`src/rtl/cla_shared_seq_adder.sv`:
```
// cla_shared_seq_adder: two-requester sequential adder that walks one
// CHUNK-bit lookahead-carry slice across a WIDTH-bit operand, LSB slice first.
//
// state | meaning
// IDLE  | waiting for a request, round-robin grant between requesters
// BUSY  | one slice per cycle, carry registered between passes
// DONE  | result presented, held until res_ready

module cla_shared_seq_adder #(
  parameter int WIDTH = 32,
  parameter int CHUNK = 4
) (
  input  logic             clk,
  input  logic             rst,
  input  logic             req0_valid,
  output logic             req0_ready,
  input  logic [WIDTH-1:0] req0_a,
  input  logic [WIDTH-1:0] req0_b,
  input  logic             req0_cin,
  input  logic             req1_valid,
  output logic             req1_ready,
  input  logic [WIDTH-1:0] req1_a,
  input  logic [WIDTH-1:0] req1_b,
  input  logic             req1_cin,
  output logic             res_valid,
  input  logic             res_ready,
  output logic [WIDTH-1:0] res_sum,
  output logic             res_cout,
  output logic             res_ovf,
  output logic             res_id
);

  localparam int N     = WIDTH / CHUNK;
  localparam int IDX_W = (N > 1) ? $clog2(N) : 1;
  localparam logic [IDX_W-1:0] LAST_IDX   = IDX_W'(N - 1);
  localparam logic [WIDTH-1:0] SLICE_MASK = WIDTH'({CHUNK{1'b1}});

  typedef enum logic [1:0] {IDLE, BUSY, DONE} state_t;

  state_t             state, state_nxt;
  logic [WIDTH-1:0]   a_q, b_q, sum_work, next_sum;
  logic               carry, last_id;
  logic [IDX_W-1:0]   idx;
  logic               grant0, grant1, accept0, accept1;
  logic [CHUNK-1:0]   a_sl, b_sl, g, p, slice_sum;
  logic [CHUNK:0]     c;
  int                 base;

  // Round-robin grant: a lone requester always wins, a tie goes to the one not served last.
  always_comb begin
    grant0 = req0_valid & (~req1_valid | last_id);
    grant1 = req1_valid & (~req0_valid | ~last_id);
  end

  // State register.
  always_ff @(posedge clk or posedge rst) begin
    if (rst) state <= IDLE;
    else     state <= state_nxt;
  end

  // Next-state logic.
  always_comb begin
    state_nxt = state;
    case (state)
      IDLE: if (accept0 | accept1)      state_nxt = BUSY;
      BUSY: if (idx == LAST_IDX)        state_nxt = DONE;
      DONE: if (res_ready)              state_nxt = IDLE;
      default:                          state_nxt = IDLE;
    endcase
  end

  // Outputs: ready only in IDLE for the granted requester, forced low while reset is asserted.
  always_comb begin
    req0_ready = (state == IDLE) & grant0 & ~rst;
    req1_ready = (state == IDLE) & grant1 & ~rst;
    res_valid  = (state == DONE);
    accept0    = req0_valid & req0_ready;
    accept1    = req1_valid & req1_ready;
  end

  // One lookahead slice: every carry is a flat sum of generate/propagate products.
  always_comb begin
    logic term;
    logic acc;
    base = int'(idx) * CHUNK;
    a_sl = CHUNK'(a_q >> base);
    b_sl = CHUNK'(b_q >> base);
    g    = a_sl & b_sl;
    p    = a_sl ^ b_sl;
    c    = '0;
    c[0] = carry;
    for (int i = 0; i < CHUNK; i++) begin
      term = carry;
      for (int k = 0; k <= i; k++) term = term & p[k];
      acc = term;
      for (int j = 0; j <= i; j++) begin
        term = g[j];
        for (int k = j + 1; k <= i; k++) term = term & p[k];
        acc = acc | term;
      end
      c[i+1] = acc;
    end
    slice_sum = p ^ c[CHUNK-1:0];
    next_sum  = (sum_work & ~(SLICE_MASK << base)) | (WIDTH'(slice_sum) << base);
  end

  // Datapath: capture on accept, one slice per BUSY cycle, publish the result on the last pass.
  always_ff @(posedge clk or posedge rst) begin
    if (rst) begin
      a_q      <= '0;
      b_q      <= '0;
      carry    <= 1'b0;
      idx      <= '0;
      last_id  <= 1'b1;
      sum_work <= '0;
      res_sum  <= '0;
      res_cout <= 1'b0;
      res_ovf  <= 1'b0;
      res_id   <= 1'b0;
    end else begin
      case (state)
        IDLE: begin
          if (accept0) begin
            a_q     <= req0_a;
            b_q     <= req0_b;
            carry   <= req0_cin;
            idx     <= '0;
            last_id <= 1'b0;
            res_id  <= 1'b0;
          end else if (accept1) begin
            a_q     <= req1_a;
            b_q     <= req1_b;
            carry   <= req1_cin;
            idx     <= '0;
            last_id <= 1'b1;
            res_id  <= 1'b1;
          end
        end
        BUSY: begin
          sum_work <= next_sum;
          carry    <= c[CHUNK];
          if (idx == LAST_IDX) begin
            res_sum  <= next_sum;
            res_cout <= c[CHUNK];
            res_ovf  <= c[CHUNK-1] ^ c[CHUNK];
          end else begin
            idx <= idx + 1'b1;
          end
        end
        default: ;
      endcase
    end
  end

endmodule

```
`config.mk`:
```
export PLATFORM = sky130hd
export DESIGN_NAME = cla_shared_seq_adder
export DESIGN_NICKNAME = d
export VERILOG_FILES = /design/src/rtl/cla_shared_seq_adder.sv
export SDC_FILE = /design/constraint.sdc
export NUM_CORES = 1
export LEC_CHECK = 0
export BUFFER_PORTS_ARGS = -buffer_cell sky130_fd_sc_hd__buf_4
export CAP_MARGIN = 20
export CORE_MARGIN = 2
export CORE_UTILIZATION = 58
export CTS_BUF_LIST = sky130_fd_sc_hd__clkbuf_8
export CTS_CLUSTER_SIZE = 12
export DETAILED_ROUTE_END_ITERATION = 10
export GPL_TIMING_DRIVEN = 0
export PLACE_DENSITY_LB_ADDON = 0.12
export SLEW_MARGIN = 0
export SYNTH_ARGS = -nofsm -noshare
export SYNTH_HDL_FRONTEND = slang
export SYNTH_SLANG_ARGS = --single-unit
```
`constraint.sdc`:
```
create_clock -name clk -period 13.35 [get_ports clk]
set_input_delay 2.67 -clock clk [delete_from_list [all_inputs] [get_ports clk]]
set_output_delay 2.67 -clock clk [all_outputs]
set_load 0.005 [all_outputs]
```
Word-level counts from Yosys, hierarchy flattened
Cells that the tools add are included.
{"block": "classes", "addsub": 1, "eq_ne": 8, "n_shift": 4, "mux": 17, "bitwise": 42, "n_reduce_logical": 8}
{"cell": "$mux 32", "n": 4}
{"cell": "$shr 32x5->4", "n": 2}
{"cell": "$and 32x32->32", "n": 1}
{"cell": "$not 32->32", "n": 1}
{"cell": "$or 32x32->32", "n": 1}
{"cell": "$shl 4x5->32", "n": 1}
{"cell": "$shl 4x5->32 const A", "n": 1}
{"cell": "$and 1x1->1", "n": 18}
{"cell": "$or 1x1->1", "n": 13}
{"cell": "$mux 3", "n": 3}
{"cell": "$xor 4x4->4", "n": 2}
{"cell": "$mux 2", "n": 3}
{"cell": "$ne 2x2->1 const B", "n": 3}
{"cell": "$pmux 2 s3", "n": 1}
{"cell": "$pmux 3 s2", "n": 1}
{"cell": "$reduce_and 2->1", "n": 3}
{"cell": "$reduce_and 3->1", "n": 2}
{"cell": "$and 4x4->4", "n": 1}
{"cell": "$mux 1", "n": 4}
{"cell": "$not 1->1", "n": 4}
{"cell": "$reduce_bool 2->1", "n": 2}
{"cell": "$add 3x1->3 const B", "n": 1}
{"cell": "$eq 3x3->1 const B", "n": 1}
{"cell": "$ne 3x3->1 const B", "n": 1}
{"cell": "other kinds (6)", "n": 6}
{"block": "totals", "register_bits": 138, "input_bits": 135, "output_inout_bits": 38}

Depth between registers and ports, before layout
Gate-level depths: netlist of run 1.
{"block": "logic_depth", "depth_word": 11, "depth_mapped": 12, "ltp_nobuf": 9}

Least setup slack after synthesis of run 1
OpenSTA, ideal clock, no wires.
{"block": "synth_timing", "kind": "input -> output", "startpoint": "input port rst", "endpoint": "output port req0_ready", "t_arrival_ps": 3461, "path_slack_ps": 7219, "stages": 5, "path_buffers": 2, "cell_sequence": "nor3_4 > nand3_1 > buf_2 > buf_2 > inv_1"}
{"block": "synth_between", "elab_chain_len": 2}
{"item": "start: declaration", "line": "14", "text": "input logic rst,"}
{"item": "$not 1->1", "line": "74", "text": "req0_ready = (state == IDLE) & grant0 & ~rst;"}
{"item": "$and 1x1->1", "line": "74"}
{"item": "end: declaration", "line": "16", "text": "output logic req0_ready,"}
No other way between the ends.

Final worst setup path of run 1
Same ends and word-level chain as after synthesis.

==> impl_metrics.yaml, run 1 <==
run_status:
  status: "finished clean"
timing:
  period_share_pct: 49.86
  setup_ws_ns: 6.694
  final_max_slew_viol_count: 0
  whs_ns: 0.4672
  rsz0062_at_grt: "false"
  setup_violations: 0
  finalCriticalPeriod_ns: 6.656
  fin_tns_setup_ns: 0
  maxSlewHeadroom_pct: 37.41
  skew_ns: 0.01099
  worst_slew_pin_slew_ns: 0.9322
  hold_viol: 0
  fmax_mhz: 150.2
power:
  switching_share_pct: 43.81
  pwr_density_cell_nw_per_um2: 266.2
  seq_power_share_pct: 31.3
  ir_worst_vdd_mv: 0.2137
  p_int_uw: 1286
  clkPwrFrac_pct: 14.5
  switchingPower_uw: 1003
  power.leakage_uw: 0.004454
  combPwrFrac_pct: 54.1
global_route:
  grtUsageTotal_pct: 31.29
  overflow: 0
  grt_pass1_vias: 6016
  grt_pass1_wl_um: 30170
  antenna_found_initial: 0
  grt_max_degree: 90
worst_setup_path:
  max_stage_delay_ns: 0.28
  worstPathArrival_ns: 3.99
  worstRegToRegCells: 11
  reg2reg_setup_slack_ns: 9.38
  path_cells: "buf_4 -> nor3_4 -> nand3_1 -> buf_2 -> buf_2 -> inv_1 -> buf_4"
  worst-path-buf-inv: 5
  r2r_start: "idx[1]$_DFFE_PP0P_"
  path_class: "in2out"
  start_kind: "input pin"
  worst_r2r_endpoint: "res_sum[23]$_DFFE_PP0P_"
  crit_path_end_kind: "output pin"
  critPathTopFamily: "buffers and inverters"
  critPathMaxFanout: 10
  required_ns: 10.68
  cp_slowest_cell: "nor3_4"
cells_and_area:
  diodes: 0
  nFillCells: 814
  area_growth_pct: 28.04
  final_nets: 988
  drive_gt1_share_pct: 29.19
  final_common_cell: "buf_4"
  final_cell_mix: "174 x buf_4, 133 x dfrtp_1, 89 x nor2_1, 87 x a21oi_1, 66 x mux2i_1"
routing:
  route.detailed.drc: 0
  routedWlPerCell_um: 19.17
  avgViaCountPerCell: 5.923
  drt-total-wl_um: 19090
  drtPass1Iterations: 5
  dr.first_iter.drc_count: 448
  postRouteAntennaNets: 0
  num_vias: 5899
clock_network:
  tritoncts: "built"
  numCtsBuffers: 17
  postCtsSetupBuffers: 0
  insertion_delay_ns: 0.46
  cts_resized: 0
  ctsHoldBuffers: 0
  h-tree-depth: 4
  clkSinkCount: 134
  clk_path_buf_depth: 2
  clk_pin_slew_ns: 0.07
  clockRootBuffer: "clkbuf_8"
min_path:
  hold_end: "last_id$_DFFE_PP1P_"
  hp-start: "last_id$_DFFE_PP1P_"
  min_path_cells: 2
  hp-class: "reg2reg"
die:
  core_um2: 11370
  ioPinCount: 173
  die_area_um2: 12450
  die_h_um: 111.6
  start_util_pct: 59.06
  fp.dieW_um: 111.6
  rows: 39
logic_synthesis:
  synth_edf_count: 0
  synthCells: 649
  synth_seq_cells: 134
  yosys_most_used_dff: "dfrtp_1"
  syn_nets: 796
  yosysSeqAreaShare_pct: 49.95
  async_reset_ff_share_pct: 100.0
  ys.warnings.count: 0
  synthDistinctLibCells: 44
  netlist_area_um2: 6715
  synth_area_per_cell_um2: 10.35
placement:
  dpl.hpwl_um: 14060
  dp_slack_ns: 6.668
  place_congestion: 0.9020
  place.port_buffers: 172
flow_run:
  cap_violations: 0
==> Yosys cell counts (all sizes together) (8+ instances only) <==
cell type | number | area share, %
mux2i | 66 | 9.8
a22o | 16 | 2.1
ha | 11 | 2.0
a21oi | 87 | 6.5
buf | 31 | 2.6
dfrtp | 133 | 50
o21ai | 21 | 1.6
nand3 | 17 | 1.3
nor2 | 89 | 5.0
mux4 | 16 | 5.4
nand2 | 60 | 3.4
inv | 8 | 0.45
and3 | 12 | 1.1
clkbuf | 15 | 0.86
==> layout make-up <==
class / count / area [um^2] / area share [%]
well taps: 143 / 178.9 / 2.081
clock inverters: 10 / 91.34 / 1.062
repair buffers: 173 / 1319 / 15.34
multi-input cells: 460 / 3093 / 35.97
clock buffers: 21 / 289.0 / 3.361
plain buffers: 46 / 234.0 / 2.721
flip-flops and latches: 134 / 3354 / 39.01
inverters: 9 / 38.79 / 0.4511
==> how the worst max path moves through the flow <==
stage	startpoint	slack (ns)	cells after the start	end
2_1_floorplan	rst	7.10	1	a_q[0]$_DFFE_PP0P_
3_3_place_gp	rst	5.71	2	b_q[13]$_DFFE_PP0P_
3_5_place_dp	rst	6.67	7	req0_ready
4_1_cts	rst	6.67	7	req0_ready
5_1_grt	rst	6.62	7	req0_ready
6_report	rst	6.69	7	req0_ready
==> through the flow <==
step	area (um^2)	total power (uW)	util [%]	cells
2_1_floorplan	6715	1505	-	649
3_5_place_dp	8218	1928	72.28	965
6_report	8598	2289	75.62	996
4_1_cts	8598	2260	75.62	996
3_3_place_gp	8185	1865	71.99	964
5_1_grt	8598	2426	75.62	996
==> power by group through the flow <==
stage,combinational (uW),sequential [uW],clock (uW)
3_5_place_dp,1210,723,0
5_1_grt,1340,740,349
2_1_floorplan,814,691,0
6_report,1240,717,333
3_3_place_gp,1160,710,0
4_1_cts,1210,716,333
==> state kept, by name, indices dropped and copies added, names as in the netlist <==
name and count:
a_q 32, b_q 32, res_sum 32, sum_work 28, idx 3, state 2, carry 1, last_id 1
res_cout 1, res_id 1, res_ovf 1
==> per-layer routing <==
layer | vias up | wire length (um) | GRT usage (%)
met5 | - | 0 | 0
met4 | 0 | 539 | 14.90
met3 | 47 | 1369 | 6.315
met2 | 269 | 9770 | 52.76
met1 | 2878 | 7409 | 39.04
li1 | 2705 | - | -
==> worst reg2reg max path: stages (launching register included) <==
cell      delay, ns
dfrtp_1        0.40
buf_2          0.30
clkbuf_1       0.59
mux4_2         0.42
nand2_1        0.10
nand2_1        0.12
ha_1           0.30
ha_1           0.20
o211ai_1       0.23
nand2_1        0.17
xnor2_1        0.76
o21ai_0        0.22
==> cell families (layout without fill, tap and decap cells) <==
logic type	count (synthesis)	count (layout)	synth area share, %
simple gates	199	199	12.86
compound gates	161	161	14.79
flops	134	134	49.95
mux	84	84	15.54
buf+inv	55	259	3.987
fa+ha+maj	12	12	2.348
xor+xnor	4	4	0.5218
Power figures use the tool's default switching activity.
==> run 2, diff against run 1 <==
ABC_AREA = 1   (was default)
CORE_UTILIZATION = 55   (was 58)
clock period = 6.42 ns   (was 13.35 ns; I/O delays follow)
==> run 2 against run 1 <==
Against the previous run:
- combinational power grew 69%
- register-to-register slack lost 6.7 ns
- final area grew 0.76%
- highest routed layer unchanged
==> impl_metrics.yaml, run 2 <==
global_route:
  grt_pass1_vias: 6613
  overflow: 0
  antenna_found_initial: 0
  grt_pass1_wl_um: 31680
  grt_max_degree: 92
  grtUsageTotal_pct: 31.13
cells_and_area:
  final_cell_mix: "325 x nand2_1, 176 x buf_4, 133 x dfrtp_1, 132 x nor2_1, 72 x a31oi_1"
  final_nets: 1235
  final_cells: 1247
  final_common_cell: "nand2_1"
  area_growth_pct: 28.27
  nFillCells: 1008
  reg_top3: "a_q: 32 flops, b_q: 32 flops, res_sum: 32 flops"
  final_core_util_pct: 72.13
  diodes: 0
  drive_gt1_share_pct: 20.91
worst_setup_path:
  worst-path-buf-inv: 4
  required_ns: 5.14
  path_cells: "buf_4 -> nor3_2 -> nand2_1 -> inv_2 -> clkbuf_1 -> buf_4"
  cpMostUsedCell: "buf_4"
  critPathTopFamily: "buffers and inverters"
  path_class: "in2out"
  worstPathArrival_ns: 2.47
  max_stage_delay_ns: 0.43
  critPathMaxFanout: 10
  crit_path_end_kind: "output pin"
  start_kind: "input pin"
  cp_slowest_cell: "clkbuf_1"
power:
  ir_worst_vdd_mv: 0.2310
  pwr_density_cell_nw_per_um2: 487.1
  p_total_uw: 4220
  power.leakage_uw: 0.004418
die:
  rows: 40
  core_um2: 12010
  start_util_pct: 56.23
  die_h_um: 114.8
  die_area_um2: 13180
  ioPinCount: 173
  fp.dieW_um: 114.8
timing:
  skew_ns: 0.009503
  setup_violations: 0
  final_max_slew_viol_count: 0
  worst_slew_pin_slew_ns: 0.6617
  finalCriticalPeriod_ns: 3.752
  maxSlewHeadroom_pct: 55.89
  setup_ws_ns: 2.668
  rsz0062_at_grt: "false"
  fin_tns_setup_ns: 0
  fmax_mhz: 266.5
  hold_viol: 0
  period_share_pct: 58.44
clock_network:
  cts_resized: 0
  clockRootBuffer: "clkbuf_8"
  postCtsSetupBuffers: 0
  insertion_delay_ns: 0.45
  ctsHoldBuffers: 0
  h-tree-depth: 4
  tritoncts: "built"
  clk_path_buf_depth: 2
  numCtsBuffers: 17
  clkSinkCount: 134
  clk_pin_slew_ns: 0.07
min_path:
  hp-class: "reg2reg"
run_status:
  status: "finished clean"
routing:
  drtPass1Iterations: 5
  dr.first_iter.drc_count: 781
  route.detailed.drc: 0
  drt-total-wl_um: 19580
  postRouteAntennaNets: 0
  routedWlPerCell_um: 15.70
  num_vias: 6768
  avgViaCountPerCell: 5.427
logic_synthesis:
  syn_nets: 1043
  synthCells: 896
  yosysSeqAreaShare_pct: 49.67
  synth_top_cell_by_area: "dfrtp_1"
  ys.warnings.count: 0
  synth_seq_cells: 134
  yosysTopAreaCellShare_pct: 49.28
  synth.most_common_cell: "nand2_1"
  synthDistinctLibCells: 25
  synth_area_per_cell_um2: 7.538
  synth_common_cells: "325 x nand2_1, 133 x dfrtp_1, 132 x nor2_1, 72 x a31oi_1, 62 x o21ai_0"
  async_reset_ff_share_pct: 100.0
  netlist_area_um2: 6754
  yosys_most_used_dff: "dfrtp_1"
  yosys-top-cells-area: "dfrtp_1 49%, nand2_1 18%, nor2_1 7.3%"
  synth_edf_count: 0
placement:
  dp_cells: 1216
  place.port_buffers: 172
  place_congestion: 0.9362
  dp_slack_ns: 2.669
  dpl.hpwl_um: 14390
flow_run:
  cap_violations: 0
-- run 2: cell count changes after synthesis, sizes merged, moves of 21 or more --
cell and change:
a21oi -86, a31oi +72, mux2i -66, o21ai +42, nor2 +44, inv +33, nand2 +265, o22ai +21
-- run 2: final cells by class --
| class | instances | area (um^2) | area share, % |
|---|---|---|---|
| timing repair buffer | 173 | 1319 | 15.22 |
| multi-input combinational | 659 | 2965 | 34.23 |
| clock buffer | 19 | 261.5 | 3.018 |
| clock inverter | 12 | 140.1 | 1.618 |
| inverter | 41 | 158.9 | 1.834 |
| tap | 147 | 183.9 | 2.123 |
| buffer | 62 | 280.3 | 3.235 |
| sequential | 134 | 3354 | 38.72 |
-- run 2: routing by layer --
layer,GRT usage [%],part of all wire [%],up-vias
met4,15.82,4.0,0
li1,-,-,3294
met2,51.56,48,306
met1,38.62,41,3102
met3,7.011,7.0,66
met5,0,0,-
-- run 2: metrics by stage --
step / instance area [um^2] / hold slack (ns)
after floorplan: 6754 / 0.4492
after global placement: 8229 / 0.4612
after detailed placement: 8262 / 0.4656
after CTS: 8663 / 0.4849
after global routing: 8663 / 0.5077
final: 8663 / 0.4792
-- run 2: kinds of logic after synthesis --
| family | count (synthesis) | share of synthesized area [%] |
|---|---|---|
| simple gates | 485 | 27.62 |
| xor+xnor | 2 | 0.2594 |
| flops | 134 | 49.67 |
| buf+inv | 103 | 6.428 |
| fa+ha+maj | 12 | 2.334 |
| compound gates | 160 | 13.69 |
-- run 2: report_power, final --
group / switching [uW] / leakage (uW) / total, uW / internal, uW
Combinational: 1330 / 0.00257 / 2090 / 759
Clock: 323 / 0.000222 / 720 / 396
Sequential: 201 / 0.00163 / 1410 / 1210
Total: 1860 / 0.00442 / 4220 / 2360
-- run 2: tightest hold or removal path: cells and delay by family (launching register included) --
family        cells  cell delay (ns)
flops             1             0.35
simple gates      2             0.10
-- run 2: path summary, 6_finish.rpt --
path | endpoint | slack, ns | cells past startpoint | startpoint
min | res_sum[14]$_DFFE_PP0P_ | 0.48 | 2 | res_sum[14]$_DFFE_PP0P_
min reg2reg | res_sum[14]$_DFFE_PP0P_ | 0.48 | 2 | res_sum[14]$_DFFE_PP0P_
max | req0_ready | 2.67 | 6 | rst
max reg2reg | sum_work[6]$_DFFE_PP0P_ | 2.68 | 15 | idx[1]$_DFFE_PP0P_
min in group asynchronous | res_sum[22]$_DFFE_PP0P_ | 0.84 | 2 | rst
max in group asynchronous | b_q[28]$_DFFE_PP0P_ | 4.81 | 3 | rst
==> run 3, diff against run 2 <==
clock period = 3.65 ns   (was 6.42 ns; I/O delays follow)
==> run 3 against run 2 <==
Against the previous run:
- final area grew 0.94%
- wire length increased by 0.45%
- critical endpoint is now res_sum[26]$_DFFE_PP0P_
- clock-buffer cell count grew 2
- highest routed layer unchanged
- critical path type is now reg2reg
- combinational power grew 77%
- sequential power rose by 77%
- register-to-register slack worse by 2.5 ns
==> impl_metrics.yaml, run 3 (same netlist as run 2, synthesis figures left out) <==
routing:
  avgViaCountPerCell: 5.506
  postRouteAntennaNets: 0
  drt-total-wl_um: 19660
  dr.first_iter.drc_count: 564
  num_vias: 6888
  drtPass1Iterations: 6
  routedWlPerCell_um: 15.72
  route.detailed.drc: 0
timing:
  hold_viol: 0
  rsz0062_at_grt: "true"
  worst_slew_pin_slew_ns: 0.6591
  skew_ns: 0.01258
  fmax_mhz: 287.1
  finalCriticalPeriod_ns: 3.483
  setup_violations: 0
  whs_ns: 0.3680
  period_share_pct: 95.41
  maxSlewHeadroom_pct: 56.06
  setup_ws_ns: 0.1674
  final_max_slew_viol_count: 0
placement:
  dpl.hpwl_um: 14970
  dp_slack_ns: 0.08546
  place.port_buffers: 172
  place_congestion: 0.9589
die:
  rows: 40
  start_util_pct: 56.23
  ioPinCount: 173
  core_um2: 12010
  die_h_um: 114.8
  fp.dieW_um: 114.8
  die_area_um2: 13180
worst_setup_path:
  required_ns: 4.05
  critPathMaxFanout: 10
  crit_path_end_kind: "flop"
  path_class: "reg2reg"
  start_kind: "flop"
  worstPathArrival_ns: 3.88
global_route:
  grt_pass1_vias: 6621
  overflow: 0
  grtUsageTotal_pct: 31.12
  grt_pass1_wl_um: 31820
  grt_max_degree: 35
  grtUsageMet2_pct: 52.54
  busiest_layer: "met2"
  use_met1_pct: 39.49
  met3_usage_pct: 5.377
  antenna_found_initial: 0
clock_network:
  clkSinkCount: 134
  tritoncts: "built"
  clk_pin_slew_ns: 0.08
  numCtsBuffers: 17
  insertion_delay_ns: 0.46
  clockRootBuffer: "clkbuf_8"
  clk_path_buf_depth: 2
  postCtsSetupBuffers: 0
  h-tree-depth: 4
cells_and_area:
  area.sequential_um2: 3354
  reg_top3: "a_q: 32 flops, b_q: 32 flops, res_sum: 32 flops"
  area_growth_pct: 29.47
  final_common_cell: "nand2_1"
  multi_input_area_um2: 2972
  diodes: 0
  drive_gt1_share_pct: 22.10
  nFillCells: 1003
  final_cell_mix: "325 x nand2_1, 176 x buf_4, 133 x dfrtp_1, 132 x nor2_1, 71 x a31oi_1"
  final_nets: 1238
power:
  ir_worst_vdd_mv: 0.4396
  pwr_density_cell_nw_per_um2: 852.9
  power.leakage_uw: 0.004441
run_status:
  status: "finished clean"
min_path:
  hp-class: "in2async"
flow_run:
  cap_violations: 0
-- run 3: critical path, stage by stage, from the launching register on --
cell	delay, ns
dfrtp_1	0.47
clkbuf_1	0.47
o21ai_0	0.17
o22ai_1	0.29
nor2_1	0.09
a31oi_1	0.28
ha_1	0.30
ha_1	0.20
nand2_1	0.07
nand3_1	0.10
xor2_1	0.32
nand3_1	0.19
o21ai_0	0.25
nand2_1	0.13
nand2_1	0.08
-- run 3: area by class of cell --
cell class | count | share of cell area (%)
Sequential cell | 134 | 38.36
Multi-Input combinational cell | 659 | 33.98
Timing Repair Buffer | 176 | 15.77
Clock buffer | 21 | 3.305
Buffer | 62 | 3.277
Tap cell | 147 | 2.103
Inverter | 41 | 1.803
Clock inverter | 11 | 1.402
-- run 3: power breakdown --
part	total [uW]	switching, uW	internal, uW
registers	2490	359	2130
clock network	1280	604	680
logic	3690	2330	1350
total	7460	3300	4160
-- run 3: through the flow --
step / cells / instance area, um^2 / TNS, ns / utilization (%) / power, uW
2_1_floorplan: 896 / 6758 / 0 / - / 4842
3_3_place_gp: 1215 / 8233 / 0 / 68.54 / 5937
3_5_place_dp: 1219 / 8320 / 0 / 69.27 / 6072
4_1_cts: 1251 / 8732 / 0 / 72.70 / 7351
5_1_grt: 1251 / 8745 / -0.3113 / 72.80 / 8018
6_report: 1251 / 8745 / 0 / 72.80 / 7459
-- run 3: repair_timing --
item,CTS,global route
hold buffers,0,0
endpoints found under the setup margin,0,39
resized for setup,0,10
-- run 3: worst paths after layout --
check	from	to	slack (ns)	cells past startpoint
max	idx[0]$_DFFE_PP0P_	res_sum[26]$_DFFE_PP0P_	0.17	14
min	rst	a_q[29]$_DFFE_PP0P_	0.37	2
max reg2reg	idx[0]$_DFFE_PP0P_	res_sum[26]$_DFFE_PP0P_	0.17	14
min reg2reg	res_sum[19]$_DFFE_PP0P_	res_sum[19]$_DFFE_PP0P_	0.48	2
max in group asynchronous	rst	res_sum[29]$_DFFE_PP0P_	2.55	4
min in group clk	res_ready	state[1]$_DFFE_PP0P_	0.46	2
-- run 3: per-layer routing --
layer	share of wire (%)	vias to the layer above
li1	-	3298
met5	0	-
met1	40	3214
met2	50	312
met3	6.7	64
met4	3.4	0
